<file path="config.mk">
export PLATFORM = sky130hd
export DESIGN_NAME = ysyx_22040237_ifu_fetch_queue_flat
export DESIGN_NICKNAME = d
export VERILOG_FILES = /design/src/rtl/ysyx_22040237_pkg.sv /design/src/rtl/ysyx_22040237_ifu_fetch_queue_if.sv /design/src/rtl/ysyx_22040237_sync_fifo.sv /design/src/rtl/ysyx_22040237_ifu_fetch_queue.sv /design/src/flat_wrapper.sv
export SDC_FILE = /design/constraint.sdc
export NUM_CORES = 1
export LEC_CHECK = 0
export CAP_MARGIN = 20
export CORE_MARGIN = 2
export CORE_UTILIZATION = 55
export CTS_CLUSTER_DIAMETER = 120
export CTS_CLUSTER_SIZE = 30
export DETAILED_ROUTE_END_ITERATION = 8
export HOLD_SLACK_MARGIN = 0.02
export MAX_ROUTING_LAYER = met4
export PLACE_DENSITY_LB_ADDON = 0.08
export SYNTH_ARGS = -nofsm -noshare
export SYNTH_HDL_FRONTEND = slang
export SYNTH_SLANG_ARGS = --single-unit
export TNS_END_PERCENT = 20
</file>
<file path="constraint.sdc">
create_clock -name clk -period 12.92 [get_ports clk]
set_input_delay 2.584 -clock clk [delete_from_list [all_inputs] [get_ports clk]]
set_output_delay 2.584 -clock clk [all_outputs]
set_load 0.005 [all_outputs]
</file>
<file path="src/rtl/ysyx_22040237_pkg.sv">
// rtl/ysyx_22040237_pkg.sv - shared widths, reset PC and fetch-queue entry type for the IFU
package ysyx_22040237_pkg;

    localparam int          XLEN       = 64;
    localparam int          ILEN       = 32;
    localparam logic [63:0] RESET_PC   = 64'h8000_0000;
    localparam int          INST_BYTES = 4;

    // One buffered fetch result: the instruction, its PC and whether memory faulted.
    typedef struct packed {
        logic [XLEN-1:0] pc;
        logic [ILEN-1:0] inst;
        logic            fault;
    } fetch_entry_t;

endpackage

</file>
<file path="src/rtl/ysyx_22040237_ifu_fetch_queue_if.sv">
// rtl/ysyx_22040237_ifu_fetch_queue_if.sv - instruction-memory request/response bundle
// Request side:  imem_req_valid/imem_req_ready handshake carrying imem_req_addr.
// Response side: imem_rsp_valid with imem_rsp_data/imem_rsp_err, in order, never back-pressured.
// master = fetch unit, slave = instruction memory.
interface ysyx_22040237_ifu_fetch_queue_if #(
    parameter int XLEN = ysyx_22040237_pkg::XLEN,
    parameter int ILEN = ysyx_22040237_pkg::ILEN
);
    logic            imem_req_valid;
    logic            imem_req_ready;
    logic [XLEN-1:0] imem_req_addr;
    logic            imem_rsp_valid;
    logic [ILEN-1:0] imem_rsp_data;
    logic            imem_rsp_err;

    modport master (
        output imem_req_valid, imem_req_addr,
        input  imem_req_ready, imem_rsp_valid, imem_rsp_data, imem_rsp_err
    );

    modport slave (
        input  imem_req_valid, imem_req_addr,
        output imem_req_ready, imem_rsp_valid, imem_rsp_data, imem_rsp_err
    );
endinterface

</file>
<file path="src/rtl/ysyx_22040237_sync_fifo.sv">
// rtl/ysyx_22040237_sync_fifo.sv - synchronous FIFO with flush, registered head, no bypass
// Ports: clk, rst (sync active-high), flush (drops all entries), push/push_data,
//        pop/pop_data (head entry), count, full, empty.
module ysyx_22040237_sync_fifo #(
    parameter int WIDTH = 8,
    parameter int DEPTH = 4,
    localparam int AW   = $clog2(DEPTH),
    localparam int CW   = AW + 1
) (
    input  logic             clk,
    input  logic             rst,
    input  logic             flush,
    input  logic             push,
    input  logic [WIDTH-1:0] push_data,
    input  logic             pop,
    output logic [WIDTH-1:0] pop_data,
    output logic [CW-1:0]    count,
    output logic             full,
    output logic             empty
);
    logic [WIDTH-1:0] mem_q [DEPTH];
    logic [WIDTH-1:0] mem_d [DEPTH];
    logic [AW-1:0]    wr_ptr_q, wr_ptr_d, rd_ptr_q, rd_ptr_d;
    logic [CW-1:0]    count_q, count_d;
    logic             do_push, do_pop;

    always_comb begin
        do_push  = push & ~flush;
        do_pop   = pop & ~flush & (count_q != '0);
        mem_d    = mem_q;
        wr_ptr_d = wr_ptr_q;
        rd_ptr_d = rd_ptr_q;
        if (do_push) begin
            mem_d[wr_ptr_q] = push_data;
            wr_ptr_d        = wr_ptr_q + AW'(1);
        end
        if (do_pop) begin
            rd_ptr_d = rd_ptr_q + AW'(1);
        end
        count_d = count_q + CW'(do_push) - CW'(do_pop);
        if (flush) begin
            wr_ptr_d = '0;
            rd_ptr_d = '0;
            count_d  = '0;
        end
    end

    always_ff @(posedge clk) begin
        if (rst) begin
            wr_ptr_q <= '0;
            rd_ptr_q <= '0;
            count_q  <= '0;
        end else begin
            wr_ptr_q <= wr_ptr_d;
            rd_ptr_q <= rd_ptr_d;
            count_q  <= count_d;
        end
    end

    // Storage needs no reset: nothing is read until count says it was written.
    always_ff @(posedge clk) begin
        mem_q <= mem_d;
    end

    assign pop_data = mem_q[rd_ptr_q];
    assign count    = count_q;
    assign full     = (count_q == CW'(DEPTH));
    assign empty    = (count_q == '0);

    a_no_overflow: assert property (@(posedge clk) disable iff (rst || flush) !(push && full));

endmodule

</file>
<file path="src/rtl/ysyx_22040237_ifu_fetch_queue.sv">
// rtl/ysyx_22040237_ifu_fetch_queue.sv - decoupled instruction fetch with PC-tagged response queue
// Ports: clk, rst (sync active-high); redirect_valid/redirect_pc restart fetch;
//        imem (master) issues pipelined requests and takes in-order responses;
//        inst_valid/inst_ready/inst/inst_pc/inst_fault present the queue head to decode;
//        fetch_pc is the next request address.
module ysyx_22040237_ifu_fetch_queue
    import ysyx_22040237_pkg::fetch_entry_t;
    import ysyx_22040237_pkg::INST_BYTES;
#(
    parameter int              XLEN     = ysyx_22040237_pkg::XLEN,
    parameter int              ILEN     = ysyx_22040237_pkg::ILEN,
    parameter int              DEPTH    = 4,
    parameter logic [XLEN-1:0] RESET_PC = XLEN'(ysyx_22040237_pkg::RESET_PC)
) (
    input  logic                                  clk,
    input  logic                                  rst,
    input  logic                                  redirect_valid,
    input  logic [XLEN-1:0]                       redirect_pc,
    ysyx_22040237_ifu_fetch_queue_if.master       imem,
    output logic                                  inst_valid,
    input  logic                                  inst_ready,
    output logic [ILEN-1:0]                       inst,
    output logic [XLEN-1:0]                       inst_pc,
    output logic                                  inst_fault,
    output logic [XLEN-1:0]                       fetch_pc
);
    localparam int CW = $clog2(DEPTH) + 1;
    localparam int SW = CW + 1;

    logic [XLEN-1:0] fetch_pc_q, fetch_pc_d, rsp_pc_q, rsp_pc_d, redirect_target;
    logic [CW-1:0]   inflight_q, inflight_d, drop_cnt_q, drop_cnt_d, count;
    logic            can_req, req_fire, rsp_fire, push, pop, fifo_full, fifo_empty;
    fetch_entry_t    push_entry, head_entry;

    always_comb begin
        // A request is only issued if its response is guaranteed a queue slot.
        can_req              = ({1'b0, inflight_q} + {1'b0, count}) < SW'(DEPTH);
        imem.imem_req_valid  = can_req & ~redirect_valid & ~rst;
        imem.imem_req_addr   = fetch_pc_q;
        req_fire             = imem.imem_req_valid & imem.imem_req_ready;
        rsp_fire             = imem.imem_rsp_valid & ~rst;
        // Responses to requests issued before a redirect are counted off by drop_cnt.
        push                 = rsp_fire & ~redirect_valid & (drop_cnt_q == '0);
        inst_valid           = ~fifo_empty & ~redirect_valid & ~rst;
        pop                  = inst_valid & inst_ready;
        redirect_target      = redirect_pc & ~XLEN'(INST_BYTES - 1);

        push_entry.pc        = rsp_pc_q;
        push_entry.inst      = imem.imem_rsp_data;
        push_entry.fault     = imem.imem_rsp_err;

        inflight_d = inflight_q + CW'(req_fire) - CW'(rsp_fire);
        drop_cnt_d = drop_cnt_q;
        fetch_pc_d = fetch_pc_q;
        rsp_pc_d   = rsp_pc_q;
        if (redirect_valid) begin
            // Everything still in flight after this cycle belongs to the old path.
            drop_cnt_d = inflight_q - CW'(rsp_fire);
            fetch_pc_d = redirect_target;
            rsp_pc_d   = redirect_target;
        end else begin
            if (rsp_fire && drop_cnt_q != '0) drop_cnt_d = drop_cnt_q - CW'(1);
            if (req_fire) fetch_pc_d = fetch_pc_q + XLEN'(INST_BYTES);
            if (push)     rsp_pc_d   = rsp_pc_q + XLEN'(INST_BYTES);
        end
    end

    always_ff @(posedge clk) begin
        if (rst) begin
            fetch_pc_q <= RESET_PC;
            rsp_pc_q   <= RESET_PC;
            inflight_q <= '0;
            drop_cnt_q <= '0;
        end else begin
            fetch_pc_q <= fetch_pc_d;
            rsp_pc_q   <= rsp_pc_d;
            inflight_q <= inflight_d;
            drop_cnt_q <= drop_cnt_d;
        end
    end

    ysyx_22040237_sync_fifo #(
        .WIDTH ($bits(fetch_entry_t)),
        .DEPTH (DEPTH)
    ) u_queue (
        .clk       (clk),
        .rst       (rst),
        .flush     (redirect_valid),
        .push      (push),
        .push_data (push_entry),
        .pop       (pop),
        .pop_data  (head_entry),
        .count     (count),
        .full      (fifo_full),
        .empty     (fifo_empty)
    );

    assign inst       = head_entry.inst;
    assign inst_pc    = head_entry.pc;
    assign inst_fault = head_entry.fault;
    assign fetch_pc   = fetch_pc_q;

    a_counters: assert property (@(posedge clk) disable iff (rst)
        (drop_cnt_q <= inflight_q) && (inflight_q <= CW'(DEPTH)));
    a_push_room: assert property (@(posedge clk) disable iff (rst) !(push && fifo_full));

endmodule
</file>
<file path="src/flat_wrapper.sv">
// flat-port wrapper written by rule: the top's interface ports become plain ports
module ysyx_22040237_ifu_fetch_queue_flat import ysyx_22040237_pkg::fetch_entry_t; import ysyx_22040237_pkg::INST_BYTES;
#(
    parameter int              XLEN     = ysyx_22040237_pkg::XLEN,
    parameter int              ILEN     = ysyx_22040237_pkg::ILEN,
    parameter int              DEPTH    = 4,
    parameter logic [XLEN-1:0] RESET_PC = XLEN'(ysyx_22040237_pkg::RESET_PC)
)
  (clk, rst, redirect_valid, redirect_pc, inst_valid, inst_ready, inst, inst_pc, inst_fault, fetch_pc, imem_imem_req_valid, imem_imem_req_addr, imem_imem_req_ready, imem_imem_rsp_valid, imem_imem_rsp_data, imem_imem_rsp_err);
  ysyx_22040237_ifu_fetch_queue_if #(.XLEN(XLEN), .ILEN(ILEN)) imem_i ();
  input  logic clk;
  input  logic rst;
  input  logic redirect_valid;
  input  logic [XLEN-1:0] redirect_pc;
  output logic inst_valid;
  input  logic inst_ready;
  output logic [ILEN-1:0] inst;
  output logic [XLEN-1:0] inst_pc;
  output logic inst_fault;
  output logic [XLEN-1:0] fetch_pc;
  output wire logic [$bits(imem_i.imem_req_valid)-1:0] imem_imem_req_valid;
  output wire logic [$bits(imem_i.imem_req_addr)-1:0] imem_imem_req_addr;
  input wire logic [$bits(imem_i.imem_req_ready)-1:0] imem_imem_req_ready;
  input wire logic [$bits(imem_i.imem_rsp_valid)-1:0] imem_imem_rsp_valid;
  input wire logic [$bits(imem_i.imem_rsp_data)-1:0] imem_imem_rsp_data;
  input wire logic [$bits(imem_i.imem_rsp_err)-1:0] imem_imem_rsp_err;
  assign imem_imem_req_valid = imem_i.imem_req_valid;
  assign imem_imem_req_addr = imem_i.imem_req_addr;
  assign imem_i.imem_req_ready = imem_imem_req_ready;
  assign imem_i.imem_rsp_valid = imem_imem_rsp_valid;
  assign imem_i.imem_rsp_data = imem_imem_rsp_data;
  assign imem_i.imem_rsp_err = imem_imem_rsp_err;
  ysyx_22040237_ifu_fetch_queue #(.XLEN(XLEN), .ILEN(ILEN), .DEPTH(DEPTH), .RESET_PC(RESET_PC)) u_core (.clk(clk), .rst(rst), .redirect_valid(redirect_valid), .redirect_pc(redirect_pc), .imem(imem_i), .inst_valid(inst_valid), .inst_ready(inst_ready), .inst(inst), .inst_pc(inst_pc), .inst_fault(inst_fault), .fetch_pc(fetch_pc));
endmodule
</file>
; ---- Word level (Yosys, flattened, before mapping)
; Index checks and enable logic that the tools add are counted.
[totals]
register_bits = 529
out_inout_bits = 227
[classes]
add_sub_neg = 11
n_lt_le_gt_ge = 4
n_mux = 12
n_bitwise = 17
reduce_logical = 10
[op_table]
columns = op, n
row1 = bitwise mux 388 bit, 1
row2 = two-way mux 97 bit, 3
row3 = two-way mux 64 bit, 4
row4 = binary-select mux 97 bit (select 2 bit), 1
row5 = demux 97 bit (select 2 bit), 1
row6 = "adder 64 x 3 -> 64 bit, second input constant", 2
row7 = bitwise AND 1 bit, 12
row8 = subtractor 3 x 1 -> 3 bit, 3
row9 = adder 3 x 1 -> 3 bit, 2
row10 = ">= comparator 3 bit, second input constant", 2
row11 = logical NOT 3 bit, 2
row12 = two-way mux 3 bit, 2
row13 = inverter 2 -> 3 bit, 2
row14 = nonzero test 2 bit, 3
row15 = nonzero test 3 bit, 2
row16 = "adder 2 x 1 -> 2 bit, second input constant", 2
row17 = adder 3 x 3 -> 4 bit, 1
row18 = "< comparator 4 x 3 -> 1 bit, second input constant", 1
row19 = "< comparator 3 x 1 -> 1 bit, second input constant", 1
row20 = inverter 1 bit, 3
row21 = "subtractor 3 x 1 -> 3 bit, second input constant", 1
row22 = logical AND 1 bit, 2
row23 = OR reduction 2 bit, 1

; ---- Longest topological paths before layout
; Gate-level depths: netlist (run 1).
[logic_depth]
depth_word = 8
depth_mapped = 14
ltp_nobuf = 12

; ---- Cells and area by module
; A second synthesis (run 1) with hierarchy kept.
[unflattened]
hier_cells = 1524
area_unflattened_um2 = 22386.5
[modules_own_cells]
columns = mod, n_inst, cells_each, area_each_um2, seq_area_each_um2
row1 = ysyx_22040237_sync_fifo, 1, 552, 14567.7, 11791.3
row2 = ysyx_22040237_ifu_fetch_queue, 1, 972, 7818.7, 2602.5

; ---- Least setup slack after synthesis (run 1)
; No wires, ideal clock.
[synth_path]
kind = input to register
startpoint = input port rst
endpoint = register u_core.u_queue.mem_q[0] (netlist name) (enable)
setup_ns = 0.465
arrival_time_ns = 5.762
setup_slack_ns = 6.693
stages = 5
cell_sequence = buf_2 > nor4bb_1 > buf_2 > buf_1 > and3_1
[synth_between]
elab_chain_cells = 5
[synth_lines]
columns = item, line
row1 = "start, declared", flat_wrapper.sv:12  ; input logic rst;
row2 = inverter 1 bit, ysyx_22040237_ifu_fetch_queue.sv:41  ; rsp_fire = imem.imem_rsp_valid & ~rst;
row3 = bitwise AND 1 bit, ysyx_22040237_ifu_fetch_queue.sv:41
row4 = bitwise AND 1 bit (2 in a row), ysyx_22040237_ifu_fetch_queue.sv:43  ; push = rsp_fire & ~redirect_valid & (drop_cnt_q == '0);
row5 = bitwise AND 1 bit, ysyx_22040237_sync_fifo.sv:28  ; do_push = push & ~flush;
row6 = "end signal, assigned", ysyx_22040237_sync_fifo.sv:62  ; mem_q <= mem_d;
row7 = "end, declared", ysyx_22040237_sync_fifo.sv:21  ; logic [WIDTH-1:0] mem_q [DEPTH];
; Every way passes these cells.
; A chain may end at the register's enable or synchronous reset.

; ---- Final worst setup path (run 1)
[layout_path]
startpoint = input port redirect_valid
endpoint = output port imem_imem_req_valid
[layout_between]
elab_chain_cells = 3
[layout_lines]
columns = item, line
row1 = "start, declared", flat_wrapper.sv:13  ; input logic redirect_valid;
row2 = inverter 1 bit, ysyx_22040237_ifu_fetch_queue.sv:38  ; imem.imem_req_valid = can_req & ~redirect_valid & ~rst;
row3 = bitwise AND 1 bit (2 in a row), ysyx_22040237_ifu_fetch_queue.sv:38
row4 = "end, declared", flat_wrapper.sv:21  ; output wire logic [$bits(imem_i.imem_req_valid)-1:0] imem_imem_req_valid;
; Every way passes these cells.

==> results.cfg, run 1 <==
[sta]
setup_viol = 0
period_needed_ns = 6.77
fin_crit_sh = 0.524
tns_ns = 0
fin_skew_ns = 0.0369
slew_headroom = 0.278
drv_slew = 0
timing.fmax_ghz = 0.148
tightest_slew_ns = 1.08
rsz0062_at_grt = no
hold_viol = 0

[final_layout]
instances_no_fill = 2287
nNetsFinal = 1873
fin_util = 0.660
drive_above_1_share = 0.0934
area_delta_synth_final_pct = 17.7
fin_area_sq_um = 25700
final_common_cell = edfxtp_1
n_fill_cell = 2909
layout_common_cells = edfxtp_1, clkdlybuf4s50_1, dfxtp_1

[synthesis]
synth_area_leaders = edfxtp_1, dfxtp_1, mux4_2
synthCells = 1533
synth_edf_count = 380
yosysTopAreaCell = edfxtp_1
syn_area_sq_um = 21800
synthArstFlopShare = 0
ys_seq_elements = 517
ys_seq_area_frac = 0.648
ys_types = 63
syn_avg_cell_area_sq_um = 14.2
synth_top_area_frac = 0.523
synth_flop_cell = edfxtp_1
ys_warn_count = 0

[pwr]
p_per_area_nw_per_um2 = 115
p_sw_uw = 669
power_frac_seq = 0.640
finalPower_mw = 2.95
max-vdd-ir-drop_mv = 0.103
combPwrFrac = 0.085
p_int_mw = 2.28
swShare = 0.227
clkPwrFrac = 0.275
p_leak_nw = 8.30

[placed_design]
placed_area_sq_um = 25100
routabilityCongestion = 0.891
dp_cells = 2245
io_buffers = 321
hpwl_mm = 34.8

[floorplan]
num_rows = 72
core_sq_um = 38900
start_util = 0.561
die_w_um = 203
die-area_sq_um = 41300
ios = 330
fp.dieH_um = 203

[setup_path]
cp.required_ns = 10.34
reg2reg_slack_ns = 9.52
ff2ff_path_depth = 9
path_max_fanout = 76
r2r-start = u_core.drop_cnt_q[0]$_SDFFE_PP0P_
timing.rr.end = u_core.rsp_pc_q[42]$_SDFFE_PP0P_
crit_type = input pin to output port
arrival_ns = 4.19
critPathLaunchType = input pin
critPathCaptureType = output port

[clock_tree]
ctsHoldBuffers = 0
cts_root_buf = clkbuf_16
clkLatencyLatePin_ns = 0.57
htreeDepth = 1
clk_pin_slew_worst_paths_ns = 0.11
clk_path_buf_depth = 3
post_cts_buffers = 0
cts_tree = done
cts_resized = 0
cts_buffers = 21
clkSinkCount = 517

[route]
drt_wl_total_mm = 52.8
ant_nets = 0
dr.pass1.iters = 5
routedWlPerCell_um = 23.1
drtIter0Drc = 1116
vias = 13600
drc = 0
via_per_inst = 5.95

[grt]
grt_first_pass_wirelength_mm = 79.4
grt-ovfl-total = 0
antenna_found_initial = 2
grtUsageTotal = 0.261
grt_max_degree = 77
grt_pass1_vias = 13400

[worst_hold_path]
min_path_cells = 0
holdPathEnd = u_core.u_queue.mem_q[165]$_DFFE_PP_
hp-class = register to register
worstHoldStart = u_core.rsp_pc_q[35]$_SDFFE_PP0P_

[outcome]
status = finished clean

[job]
max_cap_violations = 0
-- how the worst max path moves through the flow --
| stage | start | endpoint | slack [ns] |
|---|---|---|---|
| after global placement | redirect_valid | imem_imem_req_valid | 6.15 |
| after CTS | redirect_valid | imem_imem_req_valid | 6.11 |
| final | redirect_valid | imem_imem_req_valid | 6.15 |
| after detailed placement | redirect_valid | imem_imem_req_valid | 6.12 |
| after global routing | redirect_valid | imem_imem_req_valid | 6.01 |
| after floorplan | rst | u_core.u_queue.mem_q[0]$_DFFE_PP_ | 6.69 |
-- routing by layer --
metal,part of all wire,vias up,GRT usage
met4,0.030,0,0.0787
met2,0.47,484,0.403
met3,0.062,82,0.0313
li1,-,6209,-
met1,0.44,6831,0.369
met5,0,-,-
-- cell type report --
class,count,area (sq um),area share
clock inverter,2,38.8,0.00151
sequential,517,14200,0.551
clock buffer,36,582,0.0226
multi-input combinational,833,6780,0.264
antenna,2,5.00,0.000195
inverter,40,151,0.00589
timing repair buffer,339,3340,0.130
tap,518,648,0.0252
-- cells by family after synthesis --
| family | Yosys count | share of synthesized area |
|---|---|---|
| mux | 108 | 0.104 |
| simple gates | 409 | 0.0975 |
| other cells | 1 | 0.000172 |
| flops | 517 | 0.648 |
| buf+inv | 188 | 0.0448 |
| xor+xnor | 87 | 0.0349 |
| fa+ha+maj | 18 | 0.0110 |
| compound gates | 205 | 0.0591 |
-- power groups by stage --
stage | Sequential (mW) | Combinational (mW) | Clock, mW
3_3_place_gp | 1.92 | 0.249 | 0
3_5_place_dp | 1.93 | 0.251 | 0
4_1_cts | 1.89 | 0.253 | 0.827
2_1_floorplan | 1.90 | 0.127 | 0
6_report | 1.89 | 0.252 | 0.812
5_1_grt | 1.90 | 0.273 | 0.876
-- sequential cells by signal, summed over array words and instances (netlist names) --
signal and count:
u_core.drop_cnt_q 3, u_core.fetch_pc 62, u_core.inflight_q 3, u_core.rsp_pc_q 62, u_core.u_queue.count 3, u_core.u_queue.mem_q 380, u_core.u_queue.rd_ptr_q 2, u_core.u_queue.wr_ptr_q 2
-- Yosys cell counts, types with 3 or more instances --
master      n
nor3_1     23
inv_1      38
mux4_2     95
a211oi_1   25
xnor2_1    24
o21ai_0    27
or4_1       7
a31oi_1    18
mux2_2      6
buf_4      68
o22ai_1    10
and3_1     33
o211ai_1    3
ha_1       16
nand4_1    42
edfxtp_1  380
buf_2       8
nor3b_1     4
dfxtp_1   137
nor4_1     18
or3_1       5
and4_1     10
nand3_1    59
xor2_1     63
a21o_1      3
buf_1      15
o311ai_0    5
and2_1      8
mux2i_1     6
o21a_1      3
a21boi_0   22
nor2b_1     3
clkbuf_1   56
nor2_1     86
a311oi_1    3
a21oi_1    69
nand2_1    97
o21bai_1    3
-- critical path, cell delays in order --
cell and delay (ns):
buf_2 0.09, buf_4 0.36, or2_1 0.37, nor3_1 0.22
clkdlybuf4s50_1 0.55
-- through the flow --
| stage | worst slack (ns) | hold slack [ns] |
|---|---|---|
| 4_1_cts | 6.11 | 0.548 |
| 6_report | 6.15 | 0.546 |
| 3_3_place_gp | 6.15 | 0.521 |
| 2_1_floorplan | 6.69 | 0.469 |
| 3_5_place_dp | 6.12 | 0.534 |
| 5_1_grt | 6.01 | 0.571 |
Note: power is estimated with default switching activity, not from simulation.
==> run 2: changes to the inputs <==
- CORE_UTILIZATION: 55 -> 54
- clock period: 12.92 -> 6.7 ns (I/O delays scaled with it)
==> results.cfg, run 2 (synthesized netlist as in run 1, its figures left out) <==
[outcome]
status = finished clean

[sta]
setup_viol = 0
tightest_slew_ns = 1.19
timing.fmax_ghz = 0.221
hold_viol = 0
drv_slew = 0
fin_crit_sh = 0.675
rsz0062_at_grt = no
tns_ns = 0
fin_skew_ns = 0.0364
slew_headroom = 0.197
period_needed_ns = 4.52

[setup_path]
slowest_stage = or2_1
critPathLaunchType = input pin
max_stage_delay_ns = 0.60
crit_chain = buf_4, or2_1, nor2_1, clkdlybuf4s50_1
crit_type = input pin to output port
critPathCaptureType = output port
arrival_ns = 3.18
path_buf_inv = 2
cp.required_ns = 5.36
cpLargestDelayFamily = buffers and inverters
path_max_fanout = 65

[clock_tree]
clkSinkCount = 517
cts_root_buf = clkbuf_16
cts_resized = 0
cts_buffers = 21
clkLatencyLatePin_ns = 0.56
post_cts_buffers = 0
ctsHoldBuffers = 0
clk_path_buf_depth = 3
cts_tree = done
clk_pin_slew_worst_paths_ns = 0.11
htreeDepth = 1

[pwr]
max-vdd-ir-drop_mv = 0.158
finalPower_mw = 5.69
p_leak_nw = 8.30
p_per_area_nw_per_um2 = 221

[grt]
grt_first_pass_wirelength_mm = 80.7
grt-ovfl-total = 0
grt_max_degree = 76
antenna_found_initial = 2
grt_pass1_vias = 13400
grtUsageTotal = 0.262

[floorplan]
die_w_um = 205
fp.dieH_um = 205
num_rows = 73
core_sq_um = 39800
die-area_sq_um = 42100
ios = 330
start_util = 0.548

[placed_design]
routabilityCongestion = 0.881
hpwl_mm = 35.4
io_buffers = 321
dp_cells = 2252

[route]
via_per_inst = 5.99
drc = 0
vias = 13700
dr.pass1.iters = 6
drtIter0Drc = 1076
routedWlPerCell_um = 23.5
ant_nets = 0
drt_wl_total_mm = 54.0

[final_layout]
layout_common_cells = edfxtp_1, clkdlybuf4s50_1, dfxtp_1
drive_above_1_share = 0.0924
nNetsFinal = 1872
instances_no_fill = 2292
area_delta_synth_final_pct = 17.9
top_register = u_core.u_queue.mem_q
n_fill_cell = 3048
largest_reg_flops = 380
final_common_cell = edfxtp_1

[worst_hold_path]
hp-class = register to register

[job]
max_cap_violations = 0
[run 2: changes by cell type in the layout (fill, tap and decap cells not counted), sizes merged]
cell | previous run | this run
inv | 40 | 39
buf | 20 | 19
[run 2: path summary, 6_finish.rpt]
check | start | to | slack [ns] | cells past startpoint
max | rst | inst_valid | 2.18 | 4
min | u_core.rsp_pc_q[47]$_SDFFE_PP0P_ | u_core.u_queue.mem_q[371]$_DFFE_PP_ | 0.56 | 0
max reg2reg | u_core.drop_cnt_q[0]$_SDFFE_PP0P_ | u_core.rsp_pc_q[60]$_SDFFE_PP0P_ | 3.22 | 8
min reg2reg | u_core.rsp_pc_q[47]$_SDFFE_PP0P_ | u_core.u_queue.mem_q[371]$_DFFE_PP_ | 0.56 | 0
[run 2: metrics by stage]
stage / hold slack [ns] / cell area (sq um) / util / setup WS [ns]
3_5_place_dp: 0.543 / 25100 / 0.631 / 1.93
6_report: 0.558 / 25700 / 0.646 / 2.18
2_1_floorplan: 0.469 / 21900 / - / 1.72
3_3_place_gp: 0.522 / 25100 / 0.631 / 1.98
5_1_grt: 0.573 / 25700 / 0.646 / 2.06
4_1_cts: 0.560 / 25700 / 0.646 / 2.14
[run 2: final cells by class]
type                       count  area [sq um]  area share
clock buffer                  36           582      0.0226
inverter                      40           151     0.00588
sequential                   517         14200       0.550
timing repair buffer         338          3380       0.131
multi-input combinational    833          6780       0.263
antenna                        2          5.00    0.000194
tap                          525           657      0.0255
clock inverter                 1          30.0     0.00117
[run 2: per-layer routing]
metal,vias to the layer above,global-route usage,wire (um)
li1,6202,-,-
met1,6931,0.364,23100
met2,529,0.409,25600
met3,74,0.0412,3940
met4,0,0.0653,1370
met5,-,-,0
[run 2: worst reg2reg max path, cell delays in order (launching register included)]
cell and delay (ns):
dfxtp_1 0.32, inv_1 0.11, ha_1 0.19, nor4bb_4 0.57, nand4_1 0.53, nor4_1 1.12
nand3_1 0.18, nor2_1 0.19, mux2i_1 0.20
[run 2: power by group]
part | leakage, nW | internal, mW | total [mW] | switching, mW
Sequential | 4.60 | 3.52 | 3.65 | 0.128
Combinational | 3.41 | 0.273 | 0.492 | 0.219
Clock | 0.288 | 0.612 | 1.56 | 0.944
==> run 3: changes to the inputs <==
- CORE_UTILIZATION: 54 -> 49
- clock period: 6.7 -> 4.06 ns (I/O delays scaled with it)
==> results.cfg, run 3 (synthesized netlist as in run 1, its figures left out) <==
[setup_path]
arrival_ns = 2.71
crit_type = register to output port
path_max_fanout = 61
timing.rr.end = u_core.inflight_q[2]$_SDFF_PP0_
reg2reg_slack_ns = 0.85
cp-startpoint = u_core.u_queue.rd_ptr_q[0]$_SDFFE_PP0P_
cp.required_ns = 3.25
critPathLaunchType = register
critPathCaptureType = output port
ff2ff_path_depth = 9
r2r-start = u_core.u_queue.count[1]$_SDFF_PP0_

[clock_tree]
clkSinkCount = 517
clkLatencyLatePin_ns = 0.57
ctsHoldBuffers = 0
cts_resized = 0
post_cts_buffers = 0
cts_root_buf = clkbuf_16
clk_pin_slew_worst_paths_ns = 0.12
clk_path_buf_depth = 3
cts_buffers = 21
htreeDepth = 1
cts_tree = done

[pwr]
p_leak_nw = 8.44
power_frac_seq = 0.637
combPwrFrac = 0.088
p_per_area_nw_per_um2 = 361
p_sw_mw = 2.16
swShare = 0.229
p_int_mw = 7.28
finalPower_mw = 9.44
max-vdd-ir-drop_mv = 0.250
clkPwrFrac = 0.275

[sta]
fin_skew_ns = 0.0301
hold_viol = 0
period_needed_ns = 3.52
timing.fmax_ghz = 0.284
hold_slack_ns = 0.552
tightest_slew_ns = 0.881
slew_headroom = 0.413
tns_ns = 0
drv_slew = 0
fin_crit_sh = 0.867
setup_viol = 0
rsz0062_at_grt = no

[placed_design]
io_buffers = 321
dp_cells = 2341
hpwl_mm = 37.4
routabilityCongestion = 0.868

[worst_hold_path]
min_path_cells = 0
worstHoldStart = u_core.rsp_pc_q[21]$_SDFFE_PP0P_
hp-class = register to register
holdPathEnd = u_core.u_queue.mem_q[248]$_DFFE_PP_

[final_layout]
drive_above_1_share = 0.104
fin_util = 0.592
nNetsFinal = 1893
final_common_cell = edfxtp_1
largest_reg_flops = 380
top_register = u_core.u_queue.mem_q
layout_common_cells = edfxtp_1, clkdlybuf4s50_1, dfxtp_1
area_delta_synth_final_pct = 19.7
diodes = 0
instances_no_fill = 2379

[floorplan]
num_rows = 77
die-area_sq_um = 46300
die_w_um = 215
start_util = 0.495
core_sq_um = 44100
ios = 330
fp.dieH_um = 215

[grt]
busiest_layer = met2
grtUsageTotal = 0.243
grt_first_pass_wirelength_mm = 83.6
grt-ovfl-total = 0
grt_max_degree = 117
use_met1 = 0.352
antenna_found_initial = 0
grtUsageMet2 = 0.372
grt_use_met3 = 0.0285
grt_pass1_vias = 13500

[route]
drc = 0
drtIter0Drc = 1243
drt_wl_total_mm = 55.4
routedWlPerCell_um = 23.3
via_per_inst = 5.78
vias = 13800
dr.pass1.iters = 5
ant_nets = 0

[job]
max_cap_violations = 0

[outcome]
status = finished clean
## run 3: cell count changes in the layout (fill, tap and decap cells not counted)
cell	change
buf_12	+12
diode_2	-2
nor4_4	-1
nor4_2	+1
buf_4	+9
inv_6	+1
## run 3: routing by layer
layer | wire length [um] | share of wire
met1 | 25300 | 0.46
met5 | 0 | 0
met3 | 3090 | 0.056
met2 | 25800 | 0.47
met4 | 1270 | 0.023
## run 3: how the worst max path moves through the flow
stage	slack, ns	depth (start not counted)	end
floorplan	-0.39	5	u_core.u_queue.mem_q[194]$_DFFE_PP_
global placement	0.46	9	u_core.inflight_q[2]$_SDFF_PP0_
detailed placement	0.49	9	u_core.inflight_q[2]$_SDFF_PP0_
CTS	0.46	3	inst_pc[34]
global route	0.39	3	inst_pc[26]
finish	0.54	3	inst_pc[34]
## run 3: critical path: stages, from the launching register on
cell and delay [ns]:
dfxtp_4 0.54, buf_12 0.45, mux4_2 0.59, clkdlybuf4s50_1 0.52
## run 3: cell type report
type	instances	area (sq um)
multi-input cells	833	6770
inverters	40	151
clock inverters	2	38.8
repair buffers	359	3690
flip-flops and latches	517	14200
well taps	592	741
fillers	3601	18000
clock buffers	36	582
## run 3: stage by stage
step	setup WS (ns)	instance area [sq um]
after floorplan	-0.395	21900
after global placement	0.464	25500
after detailed placement	0.490	25500
after CTS	0.463	26100
after global routing	0.388	26100
final	0.542	26100
## run 3: power by group through the flow
stage | Sequential (mW) | Clock (mW) | Combinational (mW)
floorplan | 6.06 | 0 | 0.405
global placement | 6.12 | 0 | 0.824
detailed placement | 6.13 | 0 | 0.830
CTS | 6.01 | 2.66 | 0.837
global route | 6.04 | 2.85 | 0.903
finish | 6.01 | 2.60 | 0.833
==> patch 1: new RTL, settings of run 2 <==
Set the package constant `ILEN` to 64 (it was 32).
--- a/src/rtl/ysyx_22040237_pkg.sv
+++ b/src/rtl/ysyx_22040237_pkg.sv
@@ -3,5 +3,5 @@
 
     localparam int          XLEN       = 64;
-    localparam int          ILEN       = 32;
+    localparam int          ILEN       = 64;
     localparam logic [63:0] RESET_PC   = 64'h8000_0000;
     localparam int          INST_BYTES = 4;
Interface: changed (resized imem_imem_rsp_data and inst); port bits go from 330 to 394. No check against the original RTL was run, so the function may have changed too.
==> patch 1 against run 2 <==
  * Maximum frequency is 3.5% lower
  * Setup slack worse by 160 ps
  * Wire length grew 18%
  * Synthesized area increased by 21%
  * Sequential power grew 24%
  * Core utilization is 0.37 points lower
  * Count of clock-buffer cells in the layout grew 8
  * Cell area is 21% higher
  * Critical path depth rose by 1
  * Sequential cell count is 128 higher
  * Synthesized cell count grew 11%
  * Power grew 22%
  * Critical endpoint unchanged
  * Largest power group unchanged
==> patch 1: results (changes against run 2) <==
Layout
  • Layout cells sized above 1: 9.68% (was 9.24%)
  • Max FFs per register: 508 (was 380)
  • Fill count: 3558 (was 3048)
  • Nets: 2149 (was 1872)

Global routing
  • Initial antenna violation count: 8 (was 2)
  • Vias in the first global route: 15200 (was 13400)
  • Largest net degree at the start of global routing: 91 (was 76)

Min path
  • Hold-critical path endpoint: u_core.u_queue.wr_ptr_q[1] (was u_core.u_queue.mem_q[371])
  • Worst Hold Launch: u_core.u_queue.wr_ptr_q[1] (was u_core.rsp_pc_q[47])
  • Hold-critical path depth: 2 (was 0)

Timing
  • Worst-Margin Slew: 1080 ps (was 1190 ps)
  • Final Skew: 33.7 ps (was 36.4 ps)

Yosys
  • Synth area leaders: edfxtp_1 58%, mux4_2 11%, dfxtp_1 10% (was edfxtp_1 52%, dfxtp_1 13%, mux4_2 9.8%)
  • Seq/Total Area, Yosys: 68.0% (was 64.8%)
  • Synth cell types: 59 (was 63)
  • Yosys top cell area share: 57.6% (was 52.3%)
  • Number of synthesized flops with an enable pin: 508 (was 380)

Clock network
  • Worst skew pair latency: 600 ps (was 560 ps)
  • TritonCTS Buffers: 25 (was 21)

Worst setup path
  • FF-to-FF setup slack: 3330 ps (was 3220 ps)
  • CP max stage cell: buf_4 (was or2_1)
  • Worst-path fanout max: 64 (was 65)
  • Reg-to-Reg End: u_core.u_queue.mem_q[77] (was u_core.rsp_pc_q[60])
  • R2R depth: 6 (was 8)

Power and ir drop
  • Power per cell area: 222 nW/um^2 (was 221 nW/um^2)

Routing
  • Iteration-0 DRC Markers: 1340 (was 1076)
  • Routed wire length: 63500 um (was 54000 um)
  • DR vias/cell: 5.95 (was 5.99)
  • First-pass detailed-route iteration total: 5 (was 6)

Place
  • HPWL Detailed: 42300 um (was 35400 um)
  • Placer Congestion: 0.898 (was 0.881)
  • # port buffers: 385 (was 321)
  • Placed cell area: 30500 um^2 (was 25100 um^2)

Status
  • Outcome: finished clean (unchanged)
patch 1: per-layer routing:
| metal | wire [um] | global-route usage, % |
|---|---|---|
| met1 | 26600 | 34.8 |
| met2 | 31700 | 40.9 |
| met3 | 4070 | 3.49 |
| met4 | 1030 | 5.79 |
| met5 | 0 | - |
patch 1: layout make-up:
cell class | count | area share [%]
Antenna cell | 8 | 0.0640
Clock buffer | 44 | 2.23
Clock inverter | 1 | 0.0520
Inverter | 42 | 0.512
Multi-Input combinational cell | 879 | 24.1
Sequential cell | 645 | 57.6
Tap cell | 622 | 2.49
Timing Repair Buffer | 403 | 13.0
patch 1: critical path, delay by kind of cell:
| family | cells | cell delay, ps |
|---|---|---|
| simple gates | 2 | 400 |
| buf+inv | 3 | 1570 |
patch 1: worst max-delay path by stage:
| stage | slack, ps | depth (start not counted) | from | endpoint |
|---|---|---|---|---|
| after floorplan | 1360 | 4 | rst | u_core.u_queue.mem_q[0] |
| after global placement | 2030 | 5 | rst | inst_valid |
| after detailed placement | 2010 | 5 | rst | inst_valid |
| after CTS | 2010 | 5 | rst | inst_valid |
| after global routing | 1910 | 5 | rst | inst_valid |
| final | 2020 | 5 | rst | inst_valid |
patch 1: cells by family after synthesis:
| family | synth area share [%] |
|---|---|
| AOI/OAI and AO/OA | 5.36 |
| DFF | 68.0 |
| xor gates and xnor gates | 2.75 |
| and+or+nand+nor | 8.11 |
| adders and majority gates | 0.907 |
| muxes | 11.2 |
| other | 0.0142 |
| buffers and inverters | 3.67 |
patch 1: per-stage QoR:
stage | power [mW] | setup slack, ps | hold WS (ps) | instances
4_1_cts | 7.00 | 2010 | 506 | 2636
6_report | 6.95 | 2020 | 508 | 2644
3_3_place_gp | 5.14 | 2030 | 477 | 2591
2_1_floorplan | 4.84 | 1360 | 466 | 1714
5_1_grt | 7.18 | 1910 | 551 | 2644
3_5_place_dp | 5.16 | 2010 | 489 | 2591
patch 1: report_power, final:
part	switching (mW)	leakage, nW	internal (mW)
clock	1.16	0.338	0.725
combinational	0.238	3.60	0.299
sequential	0.127	5.75	4.40
==> patch 2: new RTL, config.mk and constraints of run 2 <==
Without the edit above. Reset style: asynchronous (`rst`), changed in 2 clocked blocks.
--- a/src/rtl/ysyx_22040237_sync_fifo.sv
+++ b/src/rtl/ysyx_22040237_sync_fifo.sv
@@ -46,5 +46,5 @@
     end
 
-    always_ff @(posedge clk) begin
+    always_ff @(posedge clk or posedge rst) begin
         if (rst) begin
             wr_ptr_q <= '0;
--- a/src/rtl/ysyx_22040237_ifu_fetch_queue.sv
+++ b/src/rtl/ysyx_22040237_ifu_fetch_queue.sv
@@ -66,5 +66,5 @@
     end
 
-    always_ff @(posedge clk) begin
+    always_ff @(posedge clk or posedge rst) begin
         if (rst) begin
             fetch_pc_q <= RESET_PC;
Behaviour: differs if rst is asserted again (counterexample within 4 cycles, from zero or initial values and one cycle with rst high); with rst held inactive, the same outputs for 4 cycles.
==> patch 2 against run 2 <==
  * Sequential share of layout area is 1.4 points higher
  * Synthesized area is 2.4% higher
  * Sequential cell count stayed put
  * Critical path depth is 1 lower
  * Synthesized cell count is 1.5% lower
  * Wire length is 4.1% higher
  * Power is 7.9% higher
  * Setup slack worse by 38 ps
  * Cell area is 2.3% higher
  * Register-to-register slack better by 190 ps
  * First-iteration DRC count is 12% higher
  * Clock skew is 3.9 ps lower
  * Critical path type is now reg -> out
  * Largest cell class unchanged
  * Largest power group unchanged
==> patch 2: results (changes against run 2) <==
Status
  • Outcome: finished clean (unchanged)

Routing
  • Routed wire length: 56200 um (was 54000 um)
  • Vias: 14100 (was 13700)
  • Iteration-0 DRC Markers: 1201 (was 1076)

Layout
  • Layout cells sized above 1: 10.4% (was 9.24%)
  • Antenna cells: 0 (was 2)
  • Nets: 1868 (was 1872)

Worst setup path
  • Critical R2R Launch: u_core.drop_cnt_q[0] (unchanged)
  • CP max stage cell: dfrtp_4 (was or2_1)
  • Reg-to-Reg End: u_core.rsp_pc_q[34] (was u_core.rsp_pc_q[60])
  • R2R depth: 9 (was 8)
  • Worst-path fanout max: 56 (was 65)
  • FF-to-FF setup slack: 3410 ps (was 3220 ps)
  • CP peak stage delay: 970 ps (was 600 ps)

Yosys
  • Xor/xnor cell area share of the yosys netlist: 1.88% (was 3.49%)
  • Multiplexer share of the synthesized area: 10.2% (was 10.4%)
  • Compound-gate portion of the synthesized area: 6.05% (was 5.91%)
  • Yosys top cell area share: 51.0% (was 52.3%)
  • Post-synthesis adder-cell area fraction: 1.07% (was 1.10%)
  • Synth area leaders: edfxtp_1 51%, dfrtp_1 15%, mux4_2 9.6% (was edfxtp_1 52%, dfxtp_1 13%, mux4_2 9.8%)
  • Synth cell count leaders: 380 x edfxtp_1, 135 x dfrtp_1, 135 x nand2_1 (was 380 x edfxtp_1, 137 x dfxtp_1, 97 x nand2_1)
  • Seq/Total Area, Yosys: 66.4% (was 64.8%)
  • Ys async rst share: 26.5% (was 0%)

Global routing
  • GR Util All Layers: 26.7% (was 26.2%)
  • Global-route wire length before repair: 85800 um (was 80700 um)
  • Initial antenna violation count: 0 (was 2)
  • Largest net degree at the start of global routing: 99 (was 76)

Min path
  • Worst Hold Launch: u_core.u_queue.wr_ptr_q[0] (was u_core.rsp_pc_q[47])
  • Hold-critical path depth: 1 (was 0)
  • Hold-critical path endpoint: u_core.u_queue.wr_ptr_q[0] (was u_core.u_queue.mem_q[371])

Clock network
  • H-tree depth: 1 (unchanged)
  • Post-CTS Setup Repair Bufs: 0 (unchanged)

Place
  • Placer Congestion: 0.893 (was 0.881)
  • HPWL Detailed: 38400 um (was 35400 um)
  • Post-place setup slack: 2070 ps (was 1930 ps)

Power and ir drop
  • Internal power: 4.62 mW (was 4.40 mW)
  • Static Leakage: 8.71 nW (was 8.30 nW)
  • Worst vdd ir: 0.153 mV (was 0.158 mV)

Timing
  • Final Skew: 32.5 ps (was 36.4 ps)
  • Worst-Margin Slew: 1050 ps (was 1190 ps)
patch 2: cell count changes after synthesis, sizes merged, moves of 32 or more:
cell,before,now
a21oi,69,29
dfrtp,0,135
dfxtp,137,0
nand2,97,135
nor2,86,54
o21ai,27,67
xor2,63,27
patch 2: worst max path at each step:
stage                               start                      end  slack (ps)  cells past startpoint
2_1_floorplan              redirect_valid  u_core.u_queue.mem_q[0]        1640                      4
3_3_place_gp                          rst      u_core.rsp_pc_q[34]        2100                      8
3_5_place_dp                          rst      u_core.rsp_pc_q[34]        2070                      8
4_1_cts        u_core.u_queue.rd_ptr_q[0]              inst_pc[16]        2060                      3
5_1_grt        u_core.u_queue.rd_ptr_q[0]              inst_pc[20]        1940                      3
6_report       u_core.u_queue.rd_ptr_q[1]              inst_pc[13]        2140                      3
patch 2: worst max-delay path, delay by kind of cell (launching register included):
kind                   cells  cell delay [ps]
buffers and inverters      2             1130
DFF                        1              970
muxes                      1              460
patch 2: cell type report:
| cell class | instances | area (um^2) |
|---|---|---|
| Tap cell | 532 | 666 |
| Clock buffer | 36 | 582 |
| Clock inverter | 2 | 38.8 |
| Timing Repair Buffer | 343 | 3400 |
| Sequential cell | 517 | 14800 |
| Multi-Input combinational cell | 834 | 6670 |
| Fill cell | 3022 | 14500 |
| Inverter | 30 | 118 |
patch 2: cell families after synthesis:
logic type      after synthesis
xor+xnor                     48
mux                         108
compound gates              205
simple gates                449
other cells                   1
flops                       517
fa+ha+maj                    18
buf+inv                     164
patch 2: routing by layer:
layer / vias up / GRT usage [%] / routed length (um)
met3: 60 / 2.97 / 3400
met1: 7201 / 39.3 / 25000
met4: 0 / 5.64 / 1080
met2: 547 / 40.9 / 26700
li1: 6278 / - / -
met5: - / - / 0
patch 2: power by group through the flow:
stage	logic [mW]	clock network (mW)	registers (mW)
after global placement	0.742	0	3.88
after detailed placement	0.750	0	3.89
after floorplan	0.411	0	3.80
after CTS	0.758	1.60	3.82
final	0.751	1.56	3.83
after global routing	0.823	1.71	3.86
patch 2: stage by stage:
stage                     area [um^2]  std cells  power (mW)  hold slack (ps)
after floorplan                 22400       1515        4.22              474
final                           26300       2294        6.14              562
after global routing            26300       2294        6.39              586
after detailed placement        25700       2256        4.64              548
after CTS                       26300       2294        6.18              566
after global placement          25700       2256        4.63              541
